--- config.mk ---
export PLATFORM = sky130hd
export DESIGN_NAME = multicycle_main_fsm
export DESIGN_NICKNAME = d
export VERILOG_FILES = /design/src/rtl/riscv_ctrl_pkg.sv /design/src/rtl/main_fsm_outdec.sv /design/src/rtl/multicycle_main_fsm.sv
export SDC_FILE = /design/constraint.sdc
export NUM_CORES = 1
export LEC_CHECK = 0
export BUFFER_PORTS_ARGS = -buffer_cell sky130_fd_sc_hd__buf_2
export CORE_UTILIZATION = 49
export DETAILED_ROUTE_END_ITERATION = 7
export PLACE_DENSITY_LB_ADDON = 0.08
export SLEW_MARGIN = 40
export SYNTH_ARGS = -nofsm -noshare
export SYNTH_HDL_FRONTEND = slang
export SYNTH_SLANG_ARGS = --single-unit
--- constraint.sdc ---
create_clock -name clk -period 5.2 [get_ports clk]
set_input_delay 0.52 -clock clk [delete_from_list [all_inputs] [get_ports clk]]
set_output_delay 0.52 -clock clk [all_outputs]
set_load 0.005 [all_outputs]
--- src/rtl/riscv_ctrl_pkg.sv ---
// Shared encodings for the multicycle RV32I control path: opcodes, FSM states
// and the select/ALU-op codes consumed by the datapath and ALU decoder.
package riscv_ctrl_pkg;

    localparam logic [6:0] OP_LOAD  = 7'b0000011;
    localparam logic [6:0] OP_STORE = 7'b0100011;
    localparam logic [6:0] OP_RTYPE = 7'b0110011;
    localparam logic [6:0] OP_ITYPE = 7'b0010011;
    localparam logic [6:0] OP_JAL   = 7'b1101111;
    localparam logic [6:0] OP_BEQ   = 7'b1100011;

    typedef enum logic [3:0] {
        S_FETCH    = 4'd0,
        S_DECODE   = 4'd1,
        S_MEMADR   = 4'd2,
        S_MEMREAD  = 4'd3,
        S_MEMWB    = 4'd4,
        S_MEMWRITE = 4'd5,
        S_EXEC_R   = 4'd6,
        S_EXEC_I   = 4'd7,
        S_JAL      = 4'd8,
        S_ALUWB    = 4'd9,
        S_BEQ      = 4'd10,
        S_TRAP     = 4'd11
    } state_t;

    localparam logic [1:0] ALU_OP_ADD    = 2'b00;
    localparam logic [1:0] ALU_OP_SUB    = 2'b01;
    localparam logic [1:0] ALU_OP_FUNCT  = 2'b10;

    localparam logic [1:0] SRC_A_PC      = 2'b00;
    localparam logic [1:0] SRC_A_OLDPC   = 2'b01;
    localparam logic [1:0] SRC_A_RD1     = 2'b10;

    localparam logic [1:0] SRC_B_RD2     = 2'b00;
    localparam logic [1:0] SRC_B_IMM     = 2'b01;
    localparam logic [1:0] SRC_B_FOUR    = 2'b10;

    localparam logic [1:0] RES_ALUOUT    = 2'b00;
    localparam logic [1:0] RES_READDATA  = 2'b01;
    localparam logic [1:0] RES_ALURESULT = 2'b10;

    // An instruction retires on the edge that leaves its final state.
    function automatic logic retires(input state_t s, input logic mem_ready);
        return (s == S_MEMWB) || (s == S_ALUWB) || (s == S_BEQ) ||
               ((s == S_MEMWRITE) && mem_ready);
    endfunction

endpackage

--- src/rtl/main_fsm_outdec.sv ---
// Combinational state-to-control decode for the main FSM. Strobes here are
// raw; the top gates them with reset.
module main_fsm_outdec
    import riscv_ctrl_pkg::*;
(
    input  state_t     state,
    input  logic       mem_ready,
    input  logic       zero,
    output logic [1:0] alu_op,
    output logic [1:0] alu_src_a,
    output logic [1:0] alu_src_b,
    output logic [1:0] result_src,
    output logic       adr_src,
    output logic       ir_write,
    output logic       pc_write,
    output logic       reg_write,
    output logic       mem_write,
    output logic       illegal
);

    logic pc_update;
    logic branch;

    always_comb begin
        alu_op     = ALU_OP_ADD;
        alu_src_a  = SRC_A_PC;
        alu_src_b  = SRC_B_RD2;
        result_src = RES_ALUOUT;
        adr_src    = 1'b0;
        ir_write   = 1'b0;
        reg_write  = 1'b0;
        mem_write  = 1'b0;
        illegal    = 1'b0;
        pc_update  = 1'b0;
        branch     = 1'b0;
        case (state)
            S_FETCH: begin
                alu_src_b  = SRC_B_FOUR;
                result_src = RES_ALURESULT;
                ir_write   = mem_ready;
                pc_update  = mem_ready;
            end
            S_DECODE: begin
                alu_src_a = SRC_A_OLDPC;
                alu_src_b = SRC_B_IMM;
            end
            S_MEMADR: begin
                alu_src_a = SRC_A_RD1;
                alu_src_b = SRC_B_IMM;
            end
            S_MEMREAD: adr_src = 1'b1;
            S_MEMWB: begin
                result_src = RES_READDATA;
                reg_write  = 1'b1;
            end
            S_MEMWRITE: begin
                adr_src   = 1'b1;
                mem_write = 1'b1;
            end
            S_EXEC_R: begin
                alu_src_a = SRC_A_RD1;
                alu_src_b = SRC_B_RD2;
                alu_op    = ALU_OP_FUNCT;
            end
            S_EXEC_I: begin
                alu_src_a = SRC_A_RD1;
                alu_src_b = SRC_B_IMM;
                alu_op    = ALU_OP_FUNCT;
            end
            S_JAL: begin
                alu_src_a = SRC_A_OLDPC;
                alu_src_b = SRC_B_FOUR;
                pc_update = 1'b1;
            end
            S_ALUWB: begin
                result_src = RES_ALUOUT;
                reg_write  = 1'b1;
            end
            S_BEQ: begin
                alu_src_a = SRC_A_RD1;
                alu_src_b = SRC_B_RD2;
                alu_op    = ALU_OP_SUB;
                branch    = 1'b1;
            end
            S_TRAP: illegal = 1'b1;
            default: ;
        endcase
        pc_write = pc_update | (branch & zero);
    end

endmodule

--- src/rtl/multicycle_main_fsm.sv ---
// Main control FSM of the multicycle RV32I core: sequences each instruction
// from its opcode, stalls on mem_ready and counts retired instructions.
//
//  state    | meaning
//  FETCH    | read instruction, PC <= PC+4 when memory ready
//  DECODE   | register read, branch target into ALU
//  MEMADR   | load/store address compute
//  MEMREAD  | data read, wait for memory
//  MEMWB    | load data -> register file
//  MEMWRITE | data write, wait for memory
//  EXEC_R   | register-register ALU op
//  EXEC_I   | register-immediate ALU op
//  JAL      | PC <= target, rd value = old PC + 4
//  ALUWB    | ALU result -> register file
//  BEQ      | compare, take branch on zero
//  TRAP     | unsupported opcode, parked until reset
module multicycle_main_fsm
    import riscv_ctrl_pkg::*;
#(
    parameter int CNT_W = 32
) (
    input  logic             clk,
    input  logic             rst_n,
    input  logic [6:0]       op,
    input  logic             zero,
    input  logic             mem_ready,
    output logic [1:0]       alu_op,
    output logic [1:0]       alu_src_a,
    output logic [1:0]       alu_src_b,
    output logic [1:0]       result_src,
    output logic             adr_src,
    output logic             ir_write,
    output logic             pc_write,
    output logic             reg_write,
    output logic             mem_write,
    output logic             illegal,
    output logic [CNT_W-1:0] retired
);

    state_t state;
    state_t state_next;

    logic ir_write_raw;
    logic pc_write_raw;
    logic reg_write_raw;
    logic mem_write_raw;

    always_ff @(posedge clk or negedge rst_n) begin
        if (!rst_n) begin
            state   <= S_FETCH;
            retired <= '0;
        end else begin
            state <= state_next;
            if (retires(state, mem_ready))
                retired <= retired + CNT_W'(1);
        end
    end

    always_comb begin
        state_next = state;
        case (state)
            S_FETCH:    if (mem_ready) state_next = S_DECODE;
            S_DECODE: begin
                case (op)
                    OP_LOAD, OP_STORE: state_next = S_MEMADR;
                    OP_RTYPE:          state_next = S_EXEC_R;
                    OP_ITYPE:          state_next = S_EXEC_I;
                    OP_JAL:            state_next = S_JAL;
                    OP_BEQ:            state_next = S_BEQ;
                    default:           state_next = S_TRAP;
                endcase
            end
            S_MEMADR:   state_next = (op == OP_LOAD) ? S_MEMREAD : S_MEMWRITE;
            S_MEMREAD:  if (mem_ready) state_next = S_MEMWB;
            S_MEMWB:    state_next = S_FETCH;
            S_MEMWRITE: if (mem_ready) state_next = S_FETCH;
            S_EXEC_R:   state_next = S_ALUWB;
            S_EXEC_I:   state_next = S_ALUWB;
            S_JAL:      state_next = S_ALUWB;
            S_ALUWB:    state_next = S_FETCH;
            S_BEQ:      state_next = S_FETCH;
            S_TRAP:     state_next = S_TRAP;
            default:    state_next = S_FETCH;
        endcase
    end

    main_fsm_outdec u_outdec (
        .state      (state),
        .mem_ready  (mem_ready),
        .zero       (zero),
        .alu_op     (alu_op),
        .alu_src_a  (alu_src_a),
        .alu_src_b  (alu_src_b),
        .result_src (result_src),
        .adr_src    (adr_src),
        .ir_write   (ir_write_raw),
        .pc_write   (pc_write_raw),
        .reg_write  (reg_write_raw),
        .mem_write  (mem_write_raw),
        .illegal    (illegal)
    );

    // FETCH strobes follow mem_ready, so hold every strobe low while in reset.
    assign ir_write  = ir_write_raw  & rst_n;
    assign pc_write  = pc_write_raw  & rst_n;
    assign reg_write = reg_write_raw & rst_n;
    assign mem_write = mem_write_raw & rst_n;

endmodule

After elaboration in Yosys (flattened, before gate mapping)

Index checks and enable logic that the tools add are counted.

Bits in registers: 36
Bits of input ports: 11
Output and inout port bits: 46
Word-level logic and storage cells: 61

$add $sub $neg: 1
Equal/unequal tests: 20
Muxes and demuxes: 17
Bitwise gates (word level): 6
Reduce and logical (&&, ||, !) cells: 15

Operator list:

| kind                                                 | count |
|---|---|
| adder 32 x 1 -> 32 bit (second input constant)       | 1 |
| case mux 4 bit (7 select lines)                      | 1 |
| case mux 4 bit (5 select lines)                      | 1 |
| equality test 4 x 3 -> 1 bit (second input constant) | 4 |
| equality test 4 bit (second input constant)          | 4 |
| case mux 2 bit (2 select lines)                      | 4 |
| equality test 7 x 6 -> 1 bit (second input constant) | 2 |
| equality test 7 bit (second input constant)          | 2 |
| 2-to-1 mux 4 bit                                     | 3 |
| OR reduction 2 bit                                   | 6 |
| equality test 4 x 2 -> 1 bit (second input constant) | 2 |
| equality test 7 x 2 -> 1 bit (second input constant) | 1 |
| equality test 7 x 5 -> 1 bit (second input constant) | 1 |
| 2-to-1 mux 1 bit                                     | 6 |
| != test 2 bit (second input constant)                | 3 |
| OR reduction 3 bit                                   | 2 |
| AND 1 bit                                            | 5 |
| equality test 4 x 1 -> 1 bit (second input constant) | 1 |
| zero test 4 bit                                      | 1 |
| OR reduction 4 bit                                   | 1 |
| logical OR 1 bit                                     | 3 |
| 2-to-1 mux 3 bit                                     | 1 |
| AND reduction 3 bit                                  | 1 |
| case mux 1 bit (2 select lines)                      | 1 |
| 2 further kinds                                      | 2 |

Logic depth before layout (Yosys ltp)

Gate-level depths: netlist (run 1).

Depth in word-level cells: 5
Gate-level depth with buffers: 6
Gate-level depth less buffers: 5

Hierarchy

From an unflattened synthesis (run 1), not the netlist that was laid out.

Cells, all modules: 208
Area total of the unflattened synthesis: 2149.6 um2

By module, submodules not included:

| module              | times used | cells each | area each (um2) | sequential area each (um2) |
|---|---|---|---|---|
| multicycle_main_fsm | 1          | 179        | 1924.3          | 900.9 |
| main_fsm_outdec     | 1          | 29         | 225.2           | 0.0 |

Worst setup path before layout (run 1)

OpenSTA, ideal clock, no wires.

Path type: input port to flip-flop
Start: in mem_ready
End: reg retired[1]
Setup time: 0.128 ns
Arrival time: 1.857 ns
Required time: 5.072 ns
Setup slack: 3.216 ns
Stages: 5
Buffers on the path: 2
Path through: clkbuf_2 > and4bb_2 > a2111oi_4 > buf_6 > mux2_1

Word-level cells in the longest chain between the ends: 2

RTL lines:

| item                   | RTL line                  | source |
|---|---|---|
| start: declaration     | multicycle_main_fsm.sv:26 | `input logic mem_ready,` |
| logical AND 1 bit      | riscv_ctrl_pkg.sv:46      | `((s == S_MEMWRITE) && mem_ready);` |
| logical OR 1 bit       | riscv_ctrl_pkg.sv:45      | `return (s == S_MEMWB) \|\| (s == S_ALUWB) \|\| (s == S_BEQ) \|\|` |
| end signal: assignment | multicycle_main_fsm.sv:55 | `retired <= retired + CNT_W'(1);` |
| end: declaration       | multicycle_main_fsm.sv:37 | `output logic [CNT_W-1:0] retired` |

Every way passes these cells.
A chain may end at the register's enable or synchronous reset.

Final worst setup path (run 1)

Start: reg state[1]
End: reg retired[1]

Word-level cells in the longest chain between the ends: 4
Elaborated cells between the ends (all ways): 8
Those cells by class: eq/ne (4); reduce/logical (4)

RTL lines:

| item                                                                       | RTL line                  | source |
|---|---|---|
| start: declaration                                                         | multicycle_main_fsm.sv:40 | `state_t state;` |
| start signal: assignment                                                   | multicycle_main_fsm.sv:53 | `state <= state_next;` |
| equality test 4 x 3 -> 1 bit / equality test 4 bit (equally long branches) | riscv_ctrl_pkg.sv:45      |  |
| logical OR 1 bit (2 in series)                                             | riscv_ctrl_pkg.sv:45      |  |
| logical OR 1 bit (*)                                                       | riscv_ctrl_pkg.sv:45      |  |

Every way passes the cells marked *; elsewhere a longest branch is shown, timed or not.

==> key figures, run 1 <==
Status
  – Status: finished clean

Yosys
  – Post-synth EDFFs: 0
  – Synthesized area per cell: 9.91 um^2
  – Seq/Total Area, Yosys: 42.9%
  – Ys Warns: 0
  – Cells after synthesis: 212
  – Top-area cell type share of the netlist area: 42.9%
  – Area leader, netlist: dfrtp_1
  – Top_reg_cell synth: dfrtp_1
  – Post-synthesis cell area: 2100 um^2
  – Post-synth ARST share: 100%
  – Top post-synthesis cells by area: dfrtp_1 (43%), xor2_1 (12%), nor4b_1 (3.3%)
  – Count of different cell masters after synthesis: 43
  – Seq cells post-synth: 36
  – Synth Net Count: 224

STA
  – Period utilization: 43.0%
  – Tmin final: 2.24 ns
  – RSZ-0062 raised after global routing: no
  – Endpoints failing setup: 0
  – WHS: 0.187 ns
  – Slew headroom: 52.2%
  – Setup Total Neg Slack: 0 ns
  – Final hold viol count: 0
  – Final Skew: 0.00715 ns
  – Actual slew at the worst max-slew pin: 0.717 ns
  – Final slew viol count: 0
  – Fmax: 0.447 GHz

Clocking
  – Hold-fix buffers, CTS: 0
  – CTS root buf: clkbuf_8
  – CTS H-tree lvls: 2
  – CTS resizes: 0
  – TritonCTS clock tree: done
  – Num CTS Buffers: 5
  – Bufs on Longest Clock Path: 2
  – Setup bufs post-CTS: 0
  – Clock Sinks: 36
  – Clk pin slew, worst setup/hold paths: 0.07 ns
  – Worst-skew pair later-pin latency: 0.29 ns

Critical path
  – Worst Path Max Fanout: 32
  – R2R Setup Slk: 2.96 ns
  – Worst reg2reg path depth: 4
  – Reg-to-reg startpoint: state[1]
  – Setup crit start: state[1]
  – WP data required: 5.38 ns
  – Reg2reg end: retired[1]
  – Crit path capture: retired[1]
  – Crit Path Class: reg -> reg
  – Cell Chain, Critical Path: and2b_4 -> a2111oi_4 -> buf_4 -> mux2_1
  – Startpoint types: register
  – Crit path capture type: register
  – Crit path DAT: 2.41 ns
  – Largest stage delay, worst path: 0.77 ns
  – Slowest-stage cell, CP: dfrtp_1

Routing
  – Avg WL per Cell: 14.1 um
  – Post-route ant nets: 0
  – Via count: 1764
  – DRT iter0 DRCs: 81
  – Via density: 5.64
  – Drc violations: 0
  – Drt first pass iters: 4
  – WL final: 4420 um

Layout
  – Fraction of layout cells with a size suffix above 1: 26.6%
  – Design area: 2470 um^2
  – Multi-input logic area: 1110 um^2
  – Register area: 901 um^2
  – Util after Layout: 60.8%
  – # diodes: 0
  – # fillers: 362
  – Area added between synthesis and finish: 17.5%
  – Final net count: 274

Place
  – Port-buffer cells: 56
  – Gp weighted congestion: 0.724
  – Post-DP Area: 2370 um^2
  – Dpl hpwl: 3000 um

Global route
  – Grt ovf: 0
  – Number of global-route vias before repair: 1581
  – GRT Total Usage: 21.4%
  – Initial antenna violation count: 0
  – First-pass GRT wire length: 7240 um
  – Largest net degree at the start of global routing: 41

Die
  – Row count: 23
  – Io pins: 57
  – Initial Utilization: 51.8%
  – Chip Height: 67.5 um
  – Die W: 67.5 um
  – Die Footprint: 4550 um^2
  – Core Region: 4060 um^2

Min path
  – Worst hold path type: in -> async

Pwr
  – Pwr/cell area: 409 nW/um^2
  – Leak Pwr: 1.32 nW
  – Post-route total power: 0.00101 W
  – Maximum VDD drop: 0.270 mV

Run
  – Max-cap violations: 0
metal layers:
| metal | vias up | share of wire, % | global-route usage, % | wire length (um) |
|---|---|---|---|---|
| li1 | 867 | - | - | - |
| met1 | 854 | 49 | 28.3 | 2170 |
| met2 | 38 | 46 | 33.4 | 2040 |
| met3 | 5 | 3.2 | 5.24 | 142 |
| met4 | 0 | 1.5 | 8.51 | 66 |
| met5 | - | 0 | 0 | 0 |
cell usage in the layout, fill, tap and decap left out, drive strengths merged, types with 7 or more instances in the layout:
cell	instances
xor2	29
nor3	12
and3	8
clkbuf	7
nand4	7
nand2	12
dfrtp	36
nor4b	9
nor2	13
nor4	11
buf	57
nand3	9
cell usage after synthesis, types with 2 or more instances:
| cell | number |
|---|---|
| dfrtp_1 | 36 |
| xor2_1 | 29 |
| nor2_1 | 13 |
| nand2_1 | 12 |
| nor3_1 | 12 |
| nor4_1 | 11 |
| nand3_1 | 9 |
| and3_1 | 8 |
| nor4b_1 | 8 |
| clkbuf_1 | 7 |
| nand4_1 | 7 |
| a21oi_1 | 5 |
| nor2b_1 | 5 |
| and4_1 | 4 |
| xnor2_1 | 4 |
| buf_6 | 3 |
| nand2b_1 | 3 |
| nor3b_1 | 3 |
| o21ai_0 | 3 |
| a31oi_1 | 2 |
| and2_1 | 2 |
| and4bb_2 | 2 |
| buf_1 | 2 |
| inv_1 | 2 |
| o31ai_1 | 2 |
cell families (layout without fill, tap and decap cells):
family	Yosys count	in the layout	share of synthesized area, %
and+or+nand+nor	105	105	30.6
AOI/OAI and AO/OA	20	20	7.44
xor gates and xnor gates	33	33	13.8
buffers and inverters	16	67	4.17
muxes	1	1	0.536
DFF	36	36	42.9
adders and majority gates	1	1	0.595
state kept, by name (all words and copies together) (netlist names):
name     flops
retired     32
state        4
worst max-delay path: cells and delay by family, from the launching register on:
kind | cells | cell delay [ns]
compound gates | 1 | 0.33
buf+inv | 1 | 0.37
flops | 1 | 0.77
mux | 1 | 0.35
simple gates | 1 | 0.30
how the worst min path moves through the flow:
stage,to,start
finish,retired[23],rst_n
detailed placement,retired[31],retired[31]
CTS,retired[23],rst_n
floorplan,retired[0],rst_n
global placement,retired[31],retired[31]
global route,retired[29],rst_n
layout make-up:
class,instances,area share (%)
Clock buffer,7,3.50
Multi-Input combinational cell,160,45.1
Inverter,2,0.304
Sequential cell,36,36.5
Clock inverter,1,0.304
Tap cell,50,2.54
Timing Repair Buffer,57,11.8
metrics by stage:
| stage | cells | worst slack (ns) |
|---|---|---|
| 6_report | 313 | 2.96 |
| 5_1_grt | 313 | 2.80 |
| 4_1_cts | 313 | 2.96 |
| 3_5_place_dp | 305 | 2.97 |
| 3_3_place_gp | 305 | 2.98 |
| 2_1_floorplan | 212 | 3.22 |
power breakdown:
part	internal [W]	switching (W)	total, W	leakage [nW]
Sequential	0.000316	0.000112	0.000427	0.487
Combinational	0.000191	0.000183	0.000374	0.786
Clock	0.000108	0.000102	0.000209	0.0445
Note: power is estimated with default switching activity, not from simulation.
==> run 2, diff against run 1 <==
--- a/config.mk
+++ b/config.mk
@@ -6,7 +6,7 @@
 export NUM_CORES = 1
 export LEC_CHECK = 0
 export BUFFER_PORTS_ARGS = -buffer_cell sky130_fd_sc_hd__buf_2
-export CORE_UTILIZATION = 49
+export CORE_UTILIZATION = 47
 export DETAILED_ROUTE_END_ITERATION = 7
 export PLACE_DENSITY_LB_ADDON = 0.08
 export SLEW_MARGIN = 40
==> constraint.sdc (replaced) <==
create_clock -name clk -period 1.9 [get_ports clk]
set_input_delay 0.19 -clock clk [delete_from_list [all_inputs] [get_ports clk]]
set_output_delay 0.19 -clock clk [all_outputs]
set_load 0.005 [all_outputs]
==> run 2 against run 1 <==
- combinational power grew to 3.6 times the previous value
- critical path type unchanged
- clock power increased to 2.6 times the previous value
- highest routed layer unchanged
- critical endpoint unchanged
- critical path depth unchanged
==> key figures, run 2 (same netlist as run 1, synthesis figures left out) <==
Global route
  – GRT Total Usage: 21.5% (+0.029 points)
  – Initial antenna violation count: 0 (unchanged)
  – Number of global-route vias before repair: 1581 (unchanged)
  – Grt ovf: 0 (unchanged)
  – Largest net degree at the start of global routing: 37 (-9.8%)
  – First-pass GRT wire length: 7510 um (+3.8%)

Place
  – Port-buffer cells: 56 (unchanged)
  – Inst Count DP: 315 (+3.3%)
  – Dpl hpwl: 3250 um (+8.5%)
  – Gp weighted congestion: 0.820 (+13%)

Layout
  – Most frequent cells in the layout: buf_2 (56), dfrtp_1 (36), xor2_1 (29), nor2_1 (13)
  – Final net count: 284 (+3.6%)
  – Top Registers: retired (32), state (4)
  – Fraction of layout cells with a size suffix above 1: 29.7% (+3.1 points)
  – Register name with the most flops: retired
  – Finished Layout Cells: 323 (+3.2%)
  – Commonest non-fill, non-tap cell in the layout: buf_2
  – Max FFs per register: 32 (unchanged)
  – # diodes: 0 (unchanged)
  – Area added between synthesis and finish: 21.9%

Routing
  – Avg WL per Cell: 14.2 um (+0.92%)
  – Via density: 5.70 (+1.2%)
  – Via count: 1842 (+4.4%)
  – Drc violations: 0 (unchanged)
  – WL final: 4600 um (+4.1%)
  – Post-route ant nets: 0 (unchanged)
  – DRT iter0 DRCs: 163 (+100%)
  – Drt first pass iters: 4 (unchanged)

Pwr
  – Leak Pwr: 1.37 nW (+4.2%)
  – Maximum VDD drop: 0.852 mV (+220%)
  – Post-route total power: 0.00291 W (+190%)
  – Pwr/cell area: 1140 nW/um^2 (+180%)

Clocking
  – Hold-fix buffers, CTS: 0 (unchanged)
  – Clk pin slew, worst setup/hold paths: 0.07 ns (about the same)
  – TritonCTS clock tree: done
  – Clock Sinks: 36 (unchanged)
  – Setup bufs post-CTS: 0 (unchanged)
  – CTS root buf: clkbuf_8
  – Bufs on Longest Clock Path: 2 (unchanged)
  – CTS H-tree lvls: 2 (unchanged)
  – Worst-skew pair later-pin latency: 0.29 ns (about the same)
  – Num CTS Buffers: 5 (unchanged)
  – CTS resizes: 0 (unchanged)

Critical path
  – Largest stage delay, worst path: 0.46 ns (-0.31 ns)
  – Crit path DAT: 1.96 ns (-0.45 ns)
  – R2R Setup Slk: 0.10 ns (-2.86 ns)
  – Setup crit start: state[1]
  – Worst reg2reg path depth: 4 (unchanged)
  – Worst Path Max Fanout: 32 (unchanged)
  – Reg2reg end: retired[1]
  – Slowest-stage cell, CP: dfrtp_1
  – Reg-to-reg startpoint: state[1]
  – Crit path capture type: register
  – WP data required: 2.07 ns (-3.31 ns)
  – Startpoint types: register
  – Crit Path Class: reg -> reg
  – Cell Chain, Critical Path: and4bb_2 -> a2111oi_4 -> buf_12 -> mux2_1

STA
  – Slew headroom: 70.1% (+18 points)
  – Setup Total Neg Slack: 0 ns (unchanged)
  – Period utilization: 94.5% (+51 points)
  – Fmax: 0.557 GHz (+25%)
  – Tmin final: 1.80 ns (-0.442 ns)
  – Endpoints failing setup: 0 (unchanged)
  – Final slew viol count: 0 (unchanged)
  – RSZ-0062 raised after global routing: no
  – Actual slew at the worst max-slew pin: 0.448 ns (-0.268 ns)
  – Final hold viol count: 0 (unchanged)
  – Final Skew: 0.00379 ns (-0.00335 ns)

Die
  – Chip Height: 68.9 um (+2.0%)
  – Die W: 68.9 um (+2.0%)
  – Io pins: 57 (unchanged)
  – Die Footprint: 4740 um^2 (+4.1%)
  – Initial Utilization: 50.7% (-1.1 points)
  – Row count: 23 (unchanged)
  – Core Region: 4140 um^2 (+2.1%)

Min path
  – Worst hold path type: in -> async

Run
  – Max-cap violations: 0 (unchanged)

Status
  – Status: finished clean
run 2: worst max-delay path: cells and delay by family (launching register included):
family	cells	cell delay (ns)
DFF	1	0.46
AOI/OAI and AO/OA	1	0.37
muxes	1	0.33
and+or+nand+nor	1	0.28
buffers and inverters	1	0.23
run 2: worst max path at each step:
stage             endpoint  cells past startpoint
2_1_floorplan   retired[1]                      5
3_3_place_gp    retired[1]                      4
3_5_place_dp    retired[1]                      4
4_1_cts        retired[18]                      5
5_1_grt        retired[18]                      6
6_report        retired[1]                      4
run 2: area by class of cell:
class | count | area (um^2)
Multi-Input combinational cell | 160 | 1120
Fill cell | 386 | 1580
Inverter | 2 | 7.51
Tap cell | 50 | 62.6
Timing Repair Buffer | 67 | 375
Clock buffer | 8 | 90.1
Sequential cell | 36 | 901
run 2: report_power, final:
group	total (W)	internal (W)	switching, W
registers	0.00100	0.000869	0.000132
clock network	0.000553	0.000296	0.000258
logic	0.00136	0.000640	0.000719
run 2: routing by layer:
layer	up-vias	track usage (%)	share of wire, %
met5	-	0	0
met4	0	8.67	1.7
met3	10	4.44	5.8
met2	57	30.1	44
met1	889	31.8	48
li1	886	-	-
run 2: stage by stage:
stage	hold slack (ns)	setup slack, ns	util, %	cell area [um^2]
finish	0.00692	0.104	61.8	2560
global placement	0.334	0.155	59.3	2460
CTS	0.0195	0.0356	61.5	2550
detailed placement	0.327	0.120	59.3	2460
floorplan	-0.106	0.119	-	2100
global route	0.0688	0.0140	61.8	2560
==> run 3, diff against run 2 <==
--- a/config.mk
+++ b/config.mk
@@ -8,7 +8,7 @@
 export BUFFER_PORTS_ARGS = -buffer_cell sky130_fd_sc_hd__buf_2
 export CORE_UTILIZATION = 47
 export DETAILED_ROUTE_END_ITERATION = 7
-export PLACE_DENSITY_LB_ADDON = 0.08
+export PLACE_DENSITY_LB_ADDON = 0.05
 export SLEW_MARGIN = 40
 export SYNTH_ARGS = -nofsm -noshare
 export SYNTH_HDL_FRONTEND = slang
==> run 3 against run 2 <==
- setup slack worse by 0.0086 ns
- wire length is 4.2% lower
- clock skew is 0.0017 ns higher
- largest cell class unchanged
- cell area is 0.73% higher
- register-to-register slack hardly changed
- sequential share of layout area is 0.26 points lower
==> key figures, run 3 (same netlist as run 1, synthesis figures left out) <==
Routing
  – Avg WL per Cell: 13.6 um (-4.8%)
  – Via count: 1761 (-4.4%)
  – Via density: 5.42 (-5.0%)
  – DRT iter0 DRCs: 148 (-9.2%)
  – WL final: 4410 um (-4.2%)
  – Drc violations: 0 (unchanged)
  – Post-route ant nets: 0 (unchanged)
  – Drt first pass iters: 4 (unchanged)

Die
  – Initial Utilization: 50.7% (unchanged)
  – Io pins: 57 (unchanged)
  – Row count: 23 (unchanged)
  – Die Footprint: 4740 um^2 (unchanged)
  – Die W: 68.9 um (unchanged)
  – Chip Height: 68.9 um (unchanged)
  – Core Region: 4140 um^2 (unchanged)

Place
  – Port-buffer cells: 56 (unchanged)
  – Gp weighted congestion: 0.790 (-3.6%)
  – Dpl hpwl: 3150 um (-3.1%)

STA
  – Slew headroom: 72.8% (+2.7 points)
  – Final slew viol count: 0 (unchanged)
  – RSZ-0062 raised after global routing: no
  – Actual slew at the worst max-slew pin: 0.402 ns (-0.0463 ns)
  – Final hold viol count: 0 (unchanged)
  – Endpoints failing setup: 0 (unchanged)
  – Setup Total Neg Slack: 0 ns (unchanged)
  – Fmax: 0.554 GHz (-0.47%)
  – Final Skew: 0.00551 ns (+0.00172 ns)
  – Period utilization: 95.0% (+0.45 points)
  – Tmin final: 1.80 ns (+0.00856 ns)

Clocking
  – CTS H-tree lvls: 2 (unchanged)
  – CTS root buf: clkbuf_8
  – TritonCTS clock tree: done
  – Clock Sinks: 36 (unchanged)
  – Bufs on Longest Clock Path: 2 (unchanged)
  – Worst-skew pair later-pin latency: 0.28 ns (about the same)
  – Num CTS Buffers: 5 (unchanged)
  – Clk pin slew, worst setup/hold paths: 0.07 ns (about the same)

Global route
  – Initial antenna violation count: 0 (unchanged)
  – Number of global-route vias before repair: 1539 (-2.7%)
  – Grt ovf: 0 (unchanged)
  – Largest net degree at the start of global routing: 33 (-11%)
  – GRT Total Usage: 20.6% (-0.88 points)
  – First-pass GRT wire length: 7210 um (-4.0%)

Layout
  – Area added between synthesis and finish: 22.8%
  – Top Registers: retired (32), state (4)
  – Most frequent cells in the layout: buf_2 (56), dfrtp_1 (36), xor2_1 (29), nor2_1 (13)
  – Fraction of layout cells with a size suffix above 1: 30.5% (+0.88 points)
  – Commonest non-fill, non-tap cell in the layout: buf_2
  – Max FFs per register: 32 (unchanged)
  – Register name with the most flops: retired
  – # diodes: 0 (unchanged)
  – Util after Layout: 62.3% (+0.45 points)
  – Final net count: 287 (+1.1%)

Critical path
  – Crit path capture type: register
  – Startpoint types: register
  – WP data required: 2.07 ns (about the same)
  – Worst Path Max Fanout: 32 (unchanged)
  – Crit path DAT: 1.97 ns (about the same)
  – Crit Path Class: reg -> reg

Min path
  – Worst hold path type: in -> async

Status
  – Status: finished clean

Pwr
  – Leak Pwr: 1.38 nW (+0.70%)
  – Maximum VDD drop: 0.821 mV (-3.7%)
  – Pwr/cell area: 1120 nW/um^2 (-1.3%)

Run
  – Max-cap violations: 0 (unchanged)
run 3: final timing paths:
| check | to | slack, ns | cells after the start | from |
|---|---|---|---|---|
| min reg2reg | retired[31] | 0.47 | 1 | retired[31] |
| min in group clk | state[0] | 0.30 | 3 | op[2] |
| max reg2reg | retired[1] | 0.1 | 4 | state[1] |
| max | retired[1] | 0.1 | 4 | state[1] |
| min | retired[20] | 0.30 | 2 | rst_n |
| max in group asynchronous | retired[9] | 0.96 | 3 | rst_n |
run 3: worst max-delay path, stage by stage (launching register included):
cell and delay [ns]:
dfrtp_1 0.47, and4bb_2 0.28, a2111oi_4 0.37, buf_12 0.23
mux2_1 0.33
run 3: per-stage QoR:
step / worst slack [ns] / hold WS (ns) / total power, W / cells / cell area (um^2)
final: 0.0958 / 0.295 / 0.00290 / 325 / 2580
after global routing: 0.0170 / 0.336 / 0.00311 / 325 / 2580
after CTS: 0.0953 / 0.299 / 0.00290 / 325 / 2560
after detailed placement: 0.106 / 0.0690 / 0.00238 / 317 / 2470
after global placement: 0.130 / 0.0722 / 0.00237 / 317 / 2470
after floorplan: 0.119 / -0.106 / 0.00198 / 212 / 2100
run 3: final cells by class:
type / instances / area (um^2)
Fill cell: 358 / 1560
Inverter: 2 / 7.51
Clock inverter: 1 / 5.00
Clock buffer: 6 / 72.6
Sequential cell: 36 / 901
Tap cell: 50 / 62.6
Timing Repair Buffer: 70 / 400
Multi-Input combinational cell: 160 / 1130
run 3: timing repair:
item | in CTS | in global routing
resized for setup | 0 | 3
setup buffers | 0 | 0
hold buffers | 1 | 0
setup endpoints to repair | 0 | 3
hold endpoints to repair | 8 | 0
run 3: layer usage:
layer  wire, um  global-route usage, %  vias to the layer above
li1           -                      -                      899
met1       2290                   29.4                      816
met2       1880                   31.1                       41
met3        188                   4.44                        5
met4         47                   6.12                        0
met5          0                      0                        -
run 3: power breakdown:
group | switching (W) | total (W) | internal (W)
clock | 0.000258 | 0.000507 | 0.000249
sequential | 0.000126 | 0.000994 | 0.000869
combinational | 0.000731 | 0.00139 | 0.000663
